<file path="src/rtl/fetch_stage_pkg.sv">
// Shared definitions for the fetch stage.
//   WORD_LEN : instruction word width
//   NOP_WORD : instruction encoding that marks a bubble
package fetch_stage_pkg;
    localparam int WORD_LEN = 16;
    localparam logic [WORD_LEN-1:0] NOP_WORD = 16'h0000;
endpackage

</file>
<file path="src/rtl/fetch_buffer.sv">
// Two-entry prefetch FIFO holding {pc, instr} pairs.
//   clk, rst   : clock, synchronous active-low reset
//   push, din  : append an entry (ignored when full)
//   pop        : drop the head entry (ignored when empty)
//   clear      : empty the FIFO, wins over push/pop
//   dout       : head entry
//   count      : number of valid entries (0..2)
module fetch_buffer #(
    parameter int W = 32
) (
    input  logic         clk,
    input  logic         rst,
    input  logic         push,
    input  logic         pop,
    input  logic         clear,
    input  logic [W-1:0] din,
    output logic [W-1:0] dout,
    output logic [1:0]   count
);
    logic [W-1:0] entry0;
    logic [W-1:0] entry1;
    logic         push_ok;
    logic         pop_ok;

    assign push_ok = push && (count != 2'd2);
    assign pop_ok  = pop && (count != 2'd0);
    assign dout    = entry0;

    always_ff @(posedge clk) begin
        if (!rst) begin
            count  <= 2'd0;
            entry0 <= '0;
            entry1 <= '0;
        end else if (clear) begin
            count <= 2'd0;
        end else begin
            case ({push_ok, pop_ok})
                2'b11: begin
                    // Count stays; the new entry lands behind whatever remains.
                    if (count == 2'd2) begin
                        entry0 <= entry1;
                        entry1 <= din;
                    end else begin
                        entry0 <= din;
                    end
                end
                2'b10: begin
                    if (count == 2'd0) entry0 <= din;
                    else               entry1 <= din;
                    count <= count + 2'd1;
                end
                2'b01: begin
                    entry0 <= entry1;
                    count  <= count - 2'd1;
                end
                default: ;
            endcase
        end
    end
endmodule

</file>
<file path="src/rtl/fetch_stage.sv">
// Instruction fetch stage with prefetch buffer and IF/ID register.
//   clk, rst          : clock, synchronous active-low reset
//   hazard_detected   : decode stall, holds a valid IF/ID register
//   br_taken/br_target: redirect pulse and its target address
//   imem_req/addr     : fetch request, held until imem_ack
//   imem_ack/rdata    : fetch response
//   if_valid/instr/pc : IF/ID register towards decode
//
// state   | meaning
// S_FETCH | normal fetching from pc while the buffer has room
// S_DROP  | redirected with a request in flight; wait for its ack and discard it
module fetch_stage
    import fetch_stage_pkg::*;
#(
    parameter int                  ADDR_W    = 16,
    parameter logic [ADDR_W-1:0]   RESET_PC  = '0,
    parameter int                  PC_STEP   = 1,
    parameter logic [WORD_LEN-1:0] NOP_INSTR = NOP_WORD
) (
    input  logic                clk,
    input  logic                rst,
    input  logic                hazard_detected,
    input  logic                br_taken,
    input  logic [ADDR_W-1:0]   br_target,
    output logic                imem_req,
    output logic [ADDR_W-1:0]   imem_addr,
    input  logic                imem_ack,
    input  logic [WORD_LEN-1:0] imem_rdata,
    output logic                if_valid,
    output logic [WORD_LEN-1:0] if_instr,
    output logic [ADDR_W-1:0]   if_pc
);
    typedef enum logic {S_FETCH, S_DROP} state_t;

    state_t                     state;
    logic [ADDR_W-1:0]          pc;
    logic [ADDR_W-1:0]          drop_addr;
    logic                       armed;
    logic                       req_int;
    logic                       take;
    logic                       load;
    logic                       pop;
    logic [1:0]                 buf_count;
    logic [ADDR_W+WORD_LEN-1:0] buf_head;
    logic [ADDR_W-1:0]          head_pc;
    logic [WORD_LEN-1:0]        head_instr;

    // armed stays low for the first cycle after reset release, so no request
    // is outstanding then and a stray ack from before reset cannot be taken.
    assign req_int   = armed && ((state == S_DROP) || (buf_count != 2'd2));
    assign imem_req  = rst && req_int;
    assign imem_addr = (state == S_DROP) ? drop_addr : pc;

    assign take = imem_ack && req_int && (state == S_FETCH) && !br_taken;
    assign load = !br_taken && (!hazard_detected || !if_valid);
    assign pop  = load && (buf_count != 2'd0);

    assign head_pc    = buf_head[ADDR_W+WORD_LEN-1:WORD_LEN];
    assign head_instr = buf_head[WORD_LEN-1:0];

    fetch_buffer #(.W(ADDR_W + WORD_LEN)) u_buffer (
        .clk   (clk),
        .rst   (rst),
        .push  (take),
        .pop   (pop),
        .clear (br_taken),
        .din   ({pc, imem_rdata}),
        .dout  (buf_head),
        .count (buf_count)
    );

    always_ff @(posedge clk) begin
        if (!rst) begin
            state     <= S_FETCH;
            pc        <= RESET_PC;
            drop_addr <= '0;
            armed     <= 1'b0;
            if_valid  <= 1'b0;
            if_instr  <= NOP_INSTR;
            if_pc     <= '0;
        end else begin
            armed <= 1'b1;

            if (state == S_FETCH) begin
                if (br_taken) begin
                    pc <= br_target;
                    // An ack in the redirect cycle completes the old request,
                    // so only an unacked one needs draining.
                    if (req_int && !imem_ack) begin
                        state     <= S_DROP;
                        drop_addr <= pc;
                    end
                end else if (take) begin
                    pc <= pc + ADDR_W'(PC_STEP);
                end
            end else begin
                if (br_taken) pc <= br_target;
                if (imem_ack) state <= S_FETCH;
            end

            if (br_taken) begin
                if_valid <= 1'b0;
                if_instr <= NOP_INSTR;
            end else if (load) begin
                if (buf_count != 2'd0) begin
                    if_valid <= 1'b1;
                    if_instr <= head_instr;
                    if_pc    <= head_pc;
                end else begin
                    if_valid <= 1'b0;
                    if_instr <= NOP_INSTR;
                end
            end
        end
    end
endmodule

</file>
<file path="config.mk">
export PLATFORM = sky130hd
export DESIGN_NAME = fetch_stage
export DESIGN_NICKNAME = d
export VERILOG_FILES = /design/src/rtl/fetch_stage_pkg.sv /design/src/rtl/fetch_buffer.sv /design/src/rtl/fetch_stage.sv
export SDC_FILE = /design/constraint.sdc
export NUM_CORES = 1
export LEC_CHECK = 0
export ABC_AREA = 1
export BUFFER_PORTS_ARGS = -buffer_cell sky130_fd_sc_hd__buf_2
export CORE_ASPECT_RATIO = 0.5
export CORE_MARGIN = 4
export CORE_UTILIZATION = 40
export DETAILED_ROUTE_END_ITERATION = 8
export HOLD_SLACK_MARGIN = 0.1
export SLEW_MARGIN = 15
export SYNTH_ARGS = -nofsm -noshare
export SYNTH_HDL_FRONTEND = slang
export SYNTH_SLANG_ARGS = --single-unit
export TNS_END_PERCENT = 100
</file>
<file path="constraint.sdc">
create_clock -name clk -period 3.15 [get_ports clk]
set_input_delay 0.63 -clock clk [delete_from_list [all_inputs] [get_ports clk]]
set_output_delay 0.63 -clock clk [all_outputs]
set_load 0.02 [all_outputs]
</file>
==> results of run 1 <==
==> sequential cells by signal, indices dropped and copies added (netlist names) <==
register,count
u_buffer.dout,32
u_buffer.entry1,32
drop_addr,16
if_instr,16
if_pc,16
pc,16
u_buffer.count,2
armed,1
if_valid,1
state,1
==> routing by layer <==
layer  GRT usage [%]  wire (um)  share of wire, %  vias to the layer above
li1                -          -                 -                     3215
met1            27.7       8840                50                     2848
met2            30.4       7790                44                      190
met3            4.74       1050               5.9                       17
met4            5.22        175              0.98                        0
met5               0          0                 0                        -
==> worst paths after layout <==
kind / slack [ns] / cells past startpoint / to
worst max-delay path: 0.73 / 10 / u_buffer.entry1[13]
worst min register to register: 0.44 / 2 / drop_addr[14]
worst min-delay path: 0.44 / 2 / drop_addr[14]
worst max register to register: 0.81 / 9 / u_buffer.entry1[13]
==> area by class of cell <==
| class | instances | area (um^2) | share of cell area (%) |
|---|---|---|---|
| multi-input cells | 645 | 3030 | 40.2 |
| clock inverters | 11 | 175 | 2.32 |
| flip-flops and latches | 133 | 2660 | 35.3 |
| clock buffers | 20 | 457 | 6.06 |
| repair buffers | 104 | 578 | 7.67 |
| inverters | 99 | 379 | 5.03 |
| well taps | 204 | 255 | 3.39 |
==> through the flow <==
stage          worst slack (ns)  utilization (%)  cell area [um^2]  std cells  hold slack (ns)
2_1_floorplan             0.744                -              6370        940            0.424
3_5_place_dp              0.313             44.6              6910       1185            0.435
3_3_place_gp              0.383             44.6              6910       1185            0.432
5_1_grt                   0.553             48.6              7540       1216            0.456
6_report                  0.727             48.6              7540       1216            0.441
4_1_cts                   0.732             48.6              7540       1216            0.444
==> synthesized netlist by cell type <==
library cell / count / area (um^2)
a21oi_1: 118 / 591
a31oi_1: 2 / 12.5
buf_1: 1 / 3.75
buf_2: 19 / 95.1
buf_4: 4 / 30.0
buf_6: 3 / 33.8
clkbuf_1: 34 / 128
clkbuf_2: 1 / 5.00
clkbuf_4: 1 / 7.51
clkinv_1: 1 / 3.75
dfxtp_1: 133 / 2660
ha_1: 4 / 50.1
inv_1: 93 / 349
inv_2: 3 / 11.3
inv_4: 1 / 6.26
inv_6: 1 / 8.76
nand2_1: 156 / 586
nand2_2: 2 / 12.5
nand2_4: 2 / 22.5
nand3_1: 15 / 75.1
nand4_1: 2 / 12.5
nand4_4: 1 / 21.3
nor2_1: 130 / 488
nor2_2: 1 / 6.26
nor2_4: 2 / 22.5
nor3_1: 4 / 20.0
o211ai_1: 2 / 15.0
o211ai_2: 1 / 12.5
o21ai_0: 123 / 616
o21ai_1: 42 / 210
o21bai_1: 1 / 7.51
o22ai_1: 32 / 200
or2_2: 1 / 6.26
xor2_1: 4 / 35.0
==> worst max-delay path: cells and delay by family <==
kind	cells	cell delay [ns]
AOI/OAI and AO/OA	3	0.82
buffers and inverters	4	0.78
adders and majority gates	1	0.25
and+or+nand+nor	2	0.29
==> kinds of logic after synthesis <==
kind of cell | after synthesis | share of synthesized area [%]
xor+xnor | 4 | 0.550
compound gates | 321 | 26.1
fa+ha+maj | 4 | 0.786
flops | 133 | 41.8
buf+inv | 162 | 10.7
simple gates | 316 | 20.0
==> report_power, final <==
part	leakage [nW]	total (mW)	internal (mW)	switching, mW
logic	1.85	0.449	0.149	0.300
clock network	0.303	2.14	1.37	0.776
registers	1.08	1.82	1.76	0.0620
total	3.24	4.41	3.28	1.14
==> impl_results.html, run 1 <==
<table>
<tr><th>Metric</th><th>Value</th></tr>
<tr><th colspan="2">CTS</th></tr>
<tr><td>Sink Count</td><td>133</td></tr>
<tr><td>Number of buffers added by the clock tree synthesis step</td><td>17</td></tr>
<tr><td>Hold Buf Count CTS</td><td>0</td></tr>
<tr><td>H-tree Lvls</td><td>4</td></tr>
<tr><td>CTS max path bufs</td><td>2</td></tr>
<tr><td>Clock slew at the register clock pins of the worst setup and hold paths</td><td>0.06 ns</td></tr>
<tr><td>CTS tree</td><td>done</td></tr>
<tr><td>Cells resized by post-CTS repair</td><td>0</td></tr>
<tr><td>Post-CTS Setup Inserts</td><td>0</td></tr>
<tr><td>Clk_lat worst skew</td><td>0.42 ns</td></tr>
<tr><td>Library cell used as clock root buffer</td><td>clkbuf_16</td></tr>
<tr><th colspan="2">STA</th></tr>
<tr><td>Sum of negative setup slack</td><td>0 ns</td></tr>
<tr><td>Maximum clock frequency</td><td>413 MHz</td></tr>
<tr><td>Final period utilization</td><td>76.9%</td></tr>
<tr><td>Number of setup violations in the final report</td><td>0</td></tr>
<tr><td>Normalized max-slew margin</td><td>53.7%</td></tr>
<tr><td>Final critical path time including I/O delays and setup</td><td>2.42 ns</td></tr>
<tr><td>Skew final</td><td>0.00907 ns</td></tr>
<tr><td>Final Hold Fails</td><td>0</td></tr>
<tr><td>Unrepaired setup endpoints after global routing</td><td>no</td></tr>
<tr><td>Number of pins exceeding their max-slew limit in the final report</td><td>0</td></tr>
<tr><td>Transition time at the pin with the least slew margin</td><td>0.692 ns</td></tr>
<tr><th colspan="2">Floorplanning</th></tr>
<tr><td># rows</td><td>32</td></tr>
<tr><td>Die Outline Area</td><td>18100 um^2</td></tr>
<tr><td>Core ar.</td><td>15500 um^2</td></tr>
<tr><td>Ports</td><td>87</td></tr>
<tr><td>Floorplan die height</td><td>97.2 um</td></tr>
<tr><td>Starting utilization of the core area</td><td>41.1%</td></tr>
<tr><td>Horizontal die dimension</td><td>186 um</td></tr>
<tr><th colspan="2">Detailed routing</th></tr>
<tr><td>Vias per cell</td><td>5.16</td></tr>
<tr><td>Average routed wire per standard cell</td><td>14.7 um</td></tr>
<tr><td>Iteration-0 DRC count of the detailed router</td><td>375</td></tr>
<tr><td>Number of antenna-violating nets in the routed design</td><td>0</td></tr>
<tr><td>DRC errors left</td><td>0</td></tr>
<tr><td>Wirelength, routed</td><td>17900 um</td></tr>
<tr><td>Vias post-DR</td><td>6270</td></tr>
<tr><td>Detailed-router iteration count before antenna repair</td><td>5</td></tr>
<tr><th colspan="2">Finish</th></tr>
<tr><td>Number of diodes added for antenna fixing</td><td>0</td></tr>
<tr><td>Commonest non-fill, non-tap cells in the layout</td><td>156 x nand2_1, 133 x dfxtp_1, 130 x nor2_1</td></tr>
<tr><td>Synth-to-layout area growth</td><td>18.4%</td></tr>
<tr><td>Leading cell type in the layout, fill and taps excluded</td><td>nand2_1</td></tr>
<tr><td>Number of nets in the layout</td><td>1041</td></tr>
<tr><td>Fraction of layout instances using a drive strength above 1</td><td>14.7%</td></tr>
<tr><td>Filler cells</td><td>1577</td></tr>
<tr><th colspan="2">Critical path</th></tr>
<tr><td>Critical Path Max Stage Delay</td><td>0.57 ns</td></tr>
<tr><td>Startpoint of the lowest-slack register-to-register path</td><td>if_valid</td></tr>
<tr><td>CP Cell Sequence</td><td>buf_2 -&gt; inv_2 -&gt; nand2_4 -&gt; nor2_4 -&gt; buf_4 -&gt; ha_1 -&gt; o211ai_4 -&gt; buf_12 -&gt; o21ai_0 -&gt; a21oi_1</td></tr>
<tr><td>Kind of end point of the critical path</td><td>flip-flop</td></tr>
<tr><td>Arrival time of data at the critical path endpoint</td><td>2.77 ns</td></tr>
<tr><td>WS Path Type</td><td>in2reg</td></tr>
<tr><td>Maximum fanout along the worst path</td><td>32</td></tr>
<tr><td>Library cell contributing the largest single delay on the critical path</td><td>o211ai_4</td></tr>
<tr><td>Setup crit start kind</td><td>input port</td></tr>
<tr><td>Worst Path Required</td><td>3.50 ns</td></tr>
<tr><td>Launch point of the critical path</td><td>br_taken</td></tr>
<tr><th colspan="2">Global route</th></tr>
<tr><td>Overflow left after global routing</td><td>0</td></tr>
<tr><td>Pin count of the biggest net entering global routing</td><td>66</td></tr>
<tr><td>Antenna violations before repair</td><td>0</td></tr>
<tr><td>Via count of the first global-routing pass</td><td>5864</td></tr>
<tr><td>First-pass GRT wire length</td><td>29700 um</td></tr>
<tr><td>Total routing usage reported by global routing</td><td>19.7%</td></tr>
<tr><th colspan="2">Synthesis</th></tr>
<tr><td>#FFs+latches synth</td><td>133</td></tr>
<tr><td>Number of library cell types mapped by synthesis</td><td>34</td></tr>
<tr><td>Yosys Warn Count</td><td>0</td></tr>
<tr><td>Number of instances in the synthesized netlist</td><td>940</td></tr>
<tr><td>Average cell area after synthesis</td><td>6.77 um^2</td></tr>
<tr><td>Combined area of all synthesized cells</td><td>6370 um^2</td></tr>
<tr><td>Share of synthesized area occupied by flip-flops and latches</td><td>41.8%</td></tr>
<tr><td>Syn_nets</td><td>981</td></tr>
<tr><th colspan="2">Hold path</th></tr>
<tr><td>Kind of path behind the tightest hold check</td><td>reg2reg</td></tr>
<tr><td>Startpoint of the worst hold path</td><td>drop_addr[14]</td></tr>
<tr><th colspan="2">Pwr</th></tr>
<tr><td>Peak VDD IR</td><td>0.401 mV</td></tr>
<tr><td>Leakage Power</td><td>3.24 nW</td></tr>
<tr><td>Power after layout</td><td>4.41 mW</td></tr>
<tr><td>Areal power density over the cells</td><td>586 nW/um^2</td></tr>
<tr><th colspan="2">Outcome</th></tr>
<tr><td>Result of the run</td><td>finished, final reports clean</td></tr>
<tr><th colspan="2">Placement</th></tr>
<tr><td>HPWL Detailed</td><td>11900 um</td></tr>
<tr><td>Total of buffers placed on input and output ports</td><td>86</td></tr>
<tr><td>Routability congestion estimate</td><td>0.868</td></tr>
<tr><th colspan="2">Job</th></tr>
<tr><td>Max-Cap Viols</td><td>0</td></tr>
</table>
No activity file was read; power rests on OpenSTA's default activity.
==> run 2: changes to the inputs <==
==> constraint.sdc (replaced) <==
create_clock -name clk -period 2.45 [get_ports clk]
set_input_delay 0.49 -clock clk [delete_from_list [all_inputs] [get_ports clk]]
set_output_delay 0.49 -clock clk [all_outputs]
set_load 0.02 [all_outputs]
==> impl_results.html, run 2 (same netlist as run 1, synthesis figures left out) <==
<table>
<tr><th>Metric</th><th>Value</th></tr>
<tr><th colspan="2">Outcome</th></tr>
<tr><td>Result of the run</td><td>finished, final reports clean</td></tr>
<tr><th colspan="2">Pwr</th></tr>
<tr><td>Leakage Power</td><td>3.26 nW (+0.71%)</td></tr>
<tr><td>Peak VDD IR</td><td>0.509 mV (+27%)</td></tr>
<tr><td>Areal power density over the cells</td><td>738 nW/um^2 (+26%)</td></tr>
<tr><th colspan="2">CTS</th></tr>
<tr><td>Sink Count</td><td>133 (unchanged)</td></tr>
<tr><td>CTS tree</td><td>done</td></tr>
<tr><td>Cells resized by post-CTS repair</td><td>0 (unchanged)</td></tr>
<tr><td>Hold Buf Count CTS</td><td>0 (unchanged)</td></tr>
<tr><td>Clk_lat worst skew</td><td>0.43 ns (about the same)</td></tr>
<tr><td>Number of buffers added by the clock tree synthesis step</td><td>17 (unchanged)</td></tr>
<tr><td>Clock slew at the register clock pins of the worst setup and hold paths</td><td>0.06 ns (about the same)</td></tr>
<tr><td>CTS max path bufs</td><td>2 (unchanged)</td></tr>
<tr><td>Post-CTS Setup Inserts</td><td>0 (unchanged)</td></tr>
<tr><td>H-tree Lvls</td><td>4 (unchanged)</td></tr>
<tr><td>Library cell used as clock root buffer</td><td>clkbuf_16</td></tr>
<tr><th colspan="2">Finish</th></tr>
<tr><td>Filler cells</td><td>1545 (-2.0%)</td></tr>
<tr><td>Number of diodes added for antenna fixing</td><td>0 (unchanged)</td></tr>
<tr><td>Synth-to-layout area growth</td><td>18.9%</td></tr>
<tr><td>Summed area of non-filler cells in the final layout</td><td>7570 um^2 (+0.40%)</td></tr>
<tr><td>Leading cell type in the layout, fill and taps excluded</td><td>nand2_1</td></tr>
<tr><td>Number of nets in the layout</td><td>1049 (+0.77%)</td></tr>
<tr><td>Commonest non-fill, non-tap cells in the layout</td><td>156 x nand2_1, 133 x dfxtp_1, 130 x nor2_1</td></tr>
<tr><td>Post-Layout Cell Count</td><td>1225 (+0.74%)</td></tr>
<tr><td>Fraction of layout instances using a drive strength above 1</td><td>15.6% (+0.85 points)</td></tr>
<tr><th colspan="2">Placement</th></tr>
<tr><td>Routability congestion estimate</td><td>0.822 (-5.3%)</td></tr>
<tr><td>Total of buffers placed on input and output ports</td><td>86 (unchanged)</td></tr>
<tr><td>Placement-stage cell area</td><td>6970 um^2 (+0.87%)</td></tr>
<tr><td>Number of placed instances, taps included</td><td>1193 (+0.68%)</td></tr>
<tr><td>Worst slack, placed</td><td>0.145 ns (-0.167 ns)</td></tr>
<tr><td>HPWL Detailed</td><td>12200 um (+2.0%)</td></tr>
<tr><th colspan="2">Floorplanning</th></tr>
<tr><td># rows</td><td>32 (unchanged)</td></tr>
<tr><td>Horizontal die dimension</td><td>186 um (unchanged)</td></tr>
<tr><td>Floorplan die height</td><td>97.2 um (unchanged)</td></tr>
<tr><td>Core ar.</td><td>15500 um^2 (unchanged)</td></tr>
<tr><td>Ports</td><td>87 (unchanged)</td></tr>
<tr><td>Starting utilization of the core area</td><td>41.1% (unchanged)</td></tr>
<tr><td>Die Outline Area</td><td>18100 um^2 (unchanged)</td></tr>
<tr><th colspan="2">Global route</th></tr>
<tr><td>Via count of the first global-routing pass</td><td>6013 (+2.5%)</td></tr>
<tr><td>Total routing usage reported by global routing</td><td>20.4% (+0.70 points)</td></tr>
<tr><td>Antenna violations before repair</td><td>0 (unchanged)</td></tr>
<tr><td>First-pass GRT wire length</td><td>30500 um (+2.8%)</td></tr>
<tr><td>Pin count of the biggest net entering global routing</td><td>66 (unchanged)</td></tr>
<tr><td>Overflow left after global routing</td><td>0 (unchanged)</td></tr>
<tr><th colspan="2">STA</th></tr>
<tr><td>Final critical path time including I/O delays and setup</td><td>2.18 ns</td></tr>
<tr><td>Final WS setup</td><td>0.266 ns (-0.461 ns)</td></tr>
<tr><td>Number of setup violations in the final report</td><td>0 (unchanged)</td></tr>
<tr><td>Hold slack</td><td>0.331 ns (-0.110 ns)</td></tr>
<tr><td>Maximum clock frequency</td><td>458 MHz</td></tr>
<tr><td>Skew final</td><td>0.00984 ns (+0.000773 ns)</td></tr>
<tr><td>Final period utilization</td><td>89.1%</td></tr>
<tr><td>Final Hold Fails</td><td>0 (unchanged)</td></tr>
<tr><td>Unrepaired setup endpoints after global routing</td><td>no</td></tr>
<tr><td>Transition time at the pin with the least slew margin</td><td>0.625 ns (-0.0675 ns)</td></tr>
<tr><td>Sum of negative setup slack</td><td>0 ns (unchanged)</td></tr>
<tr><td>Number of pins exceeding their max-slew limit in the final report</td><td>0 (unchanged)</td></tr>
<tr><td>Normalized max-slew margin</td><td>58.3% (+4.6 points)</td></tr>
<tr><th colspan="2">Critical path</th></tr>
<tr><td>Startpoint of the lowest-slack register-to-register path</td><td>u_buffer.count[1]</td></tr>
<tr><td>Maximum fanout along the worst path</td><td>32 (unchanged)</td></tr>
<tr><td>Reg-to-reg slack, setup</td><td>0.27 ns (-0.54 ns)</td></tr>
<tr><td>Setup crit start kind</td><td>flip-flop</td></tr>
<tr><td>Kind of end point of the critical path</td><td>flip-flop</td></tr>
<tr><td>Number of cells on the worst reg-to-reg path</td><td>9 (unchanged)</td></tr>
<tr><td>Arrival time of data at the critical path endpoint</td><td>2.54 ns (-0.23 ns)</td></tr>
<tr><td>WS Path Type</td><td>reg2reg</td></tr>
<tr><td>Worst Path Required</td><td>2.81 ns (-0.69 ns)</td></tr>
<tr><td>Critical R2R Capture</td><td>u_buffer.entry1[14]</td></tr>
<tr><th colspan="2">Hold path</th></tr>
<tr><td>Sink of the worst hold path</td><td>pc[1]</td></tr>
<tr><td>WHS Path Cells</td><td>3 (+1)</td></tr>
<tr><td>Kind of path behind the tightest hold check</td><td>in2reg</td></tr>
<tr><td>Startpoint of the worst hold path</td><td>br_target[1]</td></tr>
<tr><th colspan="2">Detailed routing</th></tr>
<tr><td>Number of antenna-violating nets in the routed design</td><td>0 (unchanged)</td></tr>
<tr><td>Vias per cell</td><td>5.19 (+0.64%)</td></tr>
<tr><td>Wirelength, routed</td><td>18400 um (+3.2%)</td></tr>
<tr><td>Iteration-0 DRC count of the detailed router</td><td>449 (+20%)</td></tr>
<tr><td>DRC errors left</td><td>0 (unchanged)</td></tr>
<tr><td>Detailed-router iteration count before antenna repair</td><td>5 (unchanged)</td></tr>
<tr><td>Vias post-DR</td><td>6357 (+1.4%)</td></tr>
<tr><td>Average routed wire per standard cell</td><td>15.0 um (+2.4%)</td></tr>
<tr><th colspan="2">Job</th></tr>
<tr><td>Max-Cap Viols</td><td>0 (unchanged)</td></tr>
</table>
[run 2: cell count changes in the layout (fill, tap and decap cells not counted), sizes merged]
cell,delta
clkinv,-1
bufinv,-2
buf,+8
inv,+6
clkbuf,-2
[run 2: area by class of cell]
cell class	count	area, um^2	area share (%)
inverter	99	379	5.01
clock inverter	14	163	2.15
timing repair buffer	112	638	8.43
clock buffer	18	439	5.80
sequential	133	2660	35.2
tap	204	255	3.37
multi-input combinational	645	3030	40.0
[run 2: per-stage QoR]
| step | utilization, % | total power, mW |
|---|---|---|
| after floorplan | - | 2.77 |
| after global placement | 45.0 | 2.97 |
| after detailed placement | 45.0 | 2.98 |
| after CTS | 48.8 | 5.60 |
| after global routing | 48.8 | 5.80 |
| final | 48.8 | 5.58 |
[run 2: worst max path at each step]
stage                                  from             endpoint  slack (ns)  cells past startpoint
after floorplan             hazard_detected    u_buffer.count[1]        0.18                     13
after global placement      hazard_detected    u_buffer.dout[13]        0.21                     13
after detailed placement    hazard_detected   u_buffer.entry1[0]        0.15                     11
after CTS                 u_buffer.count[1]   u_buffer.entry1[0]        0.27                      9
after global routing      u_buffer.count[1]    u_buffer.dout[22]        0.05                     11
final                     u_buffer.count[1]  u_buffer.entry1[14]        0.27                      9
[run 2: worst max-delay path, cell delays in order (launching register included)]
cell and delay (ns):
dfxtp_1 0.47, nor2_2 0.12, nor2_4 0.19, buf_4 0.23, ha_1 0.24, nand2_1 0.11, o211ai_4 0.14, buf_4 0.35
o21ai_0 0.13, a21oi_1 0.13
[run 2: metal layers]
| metal | track usage [%] | share of wire (%) |
|---|---|---|
| met4 | 5.57 | 1.1 |
| met3 | 4.77 | 5.7 |
| met2 | 32.1 | 44 |
| met5 | 0 | 0 |
| met1 | 28.2 | 49 |
[run 2: where the power goes]
part / internal, mW / switching (mW) / leakage, nW
clock network: 1.55 / 1.10 / 0.289
logic: 0.202 / 0.395 / 1.88
registers: 2.26 / 0.0756 / 1.08
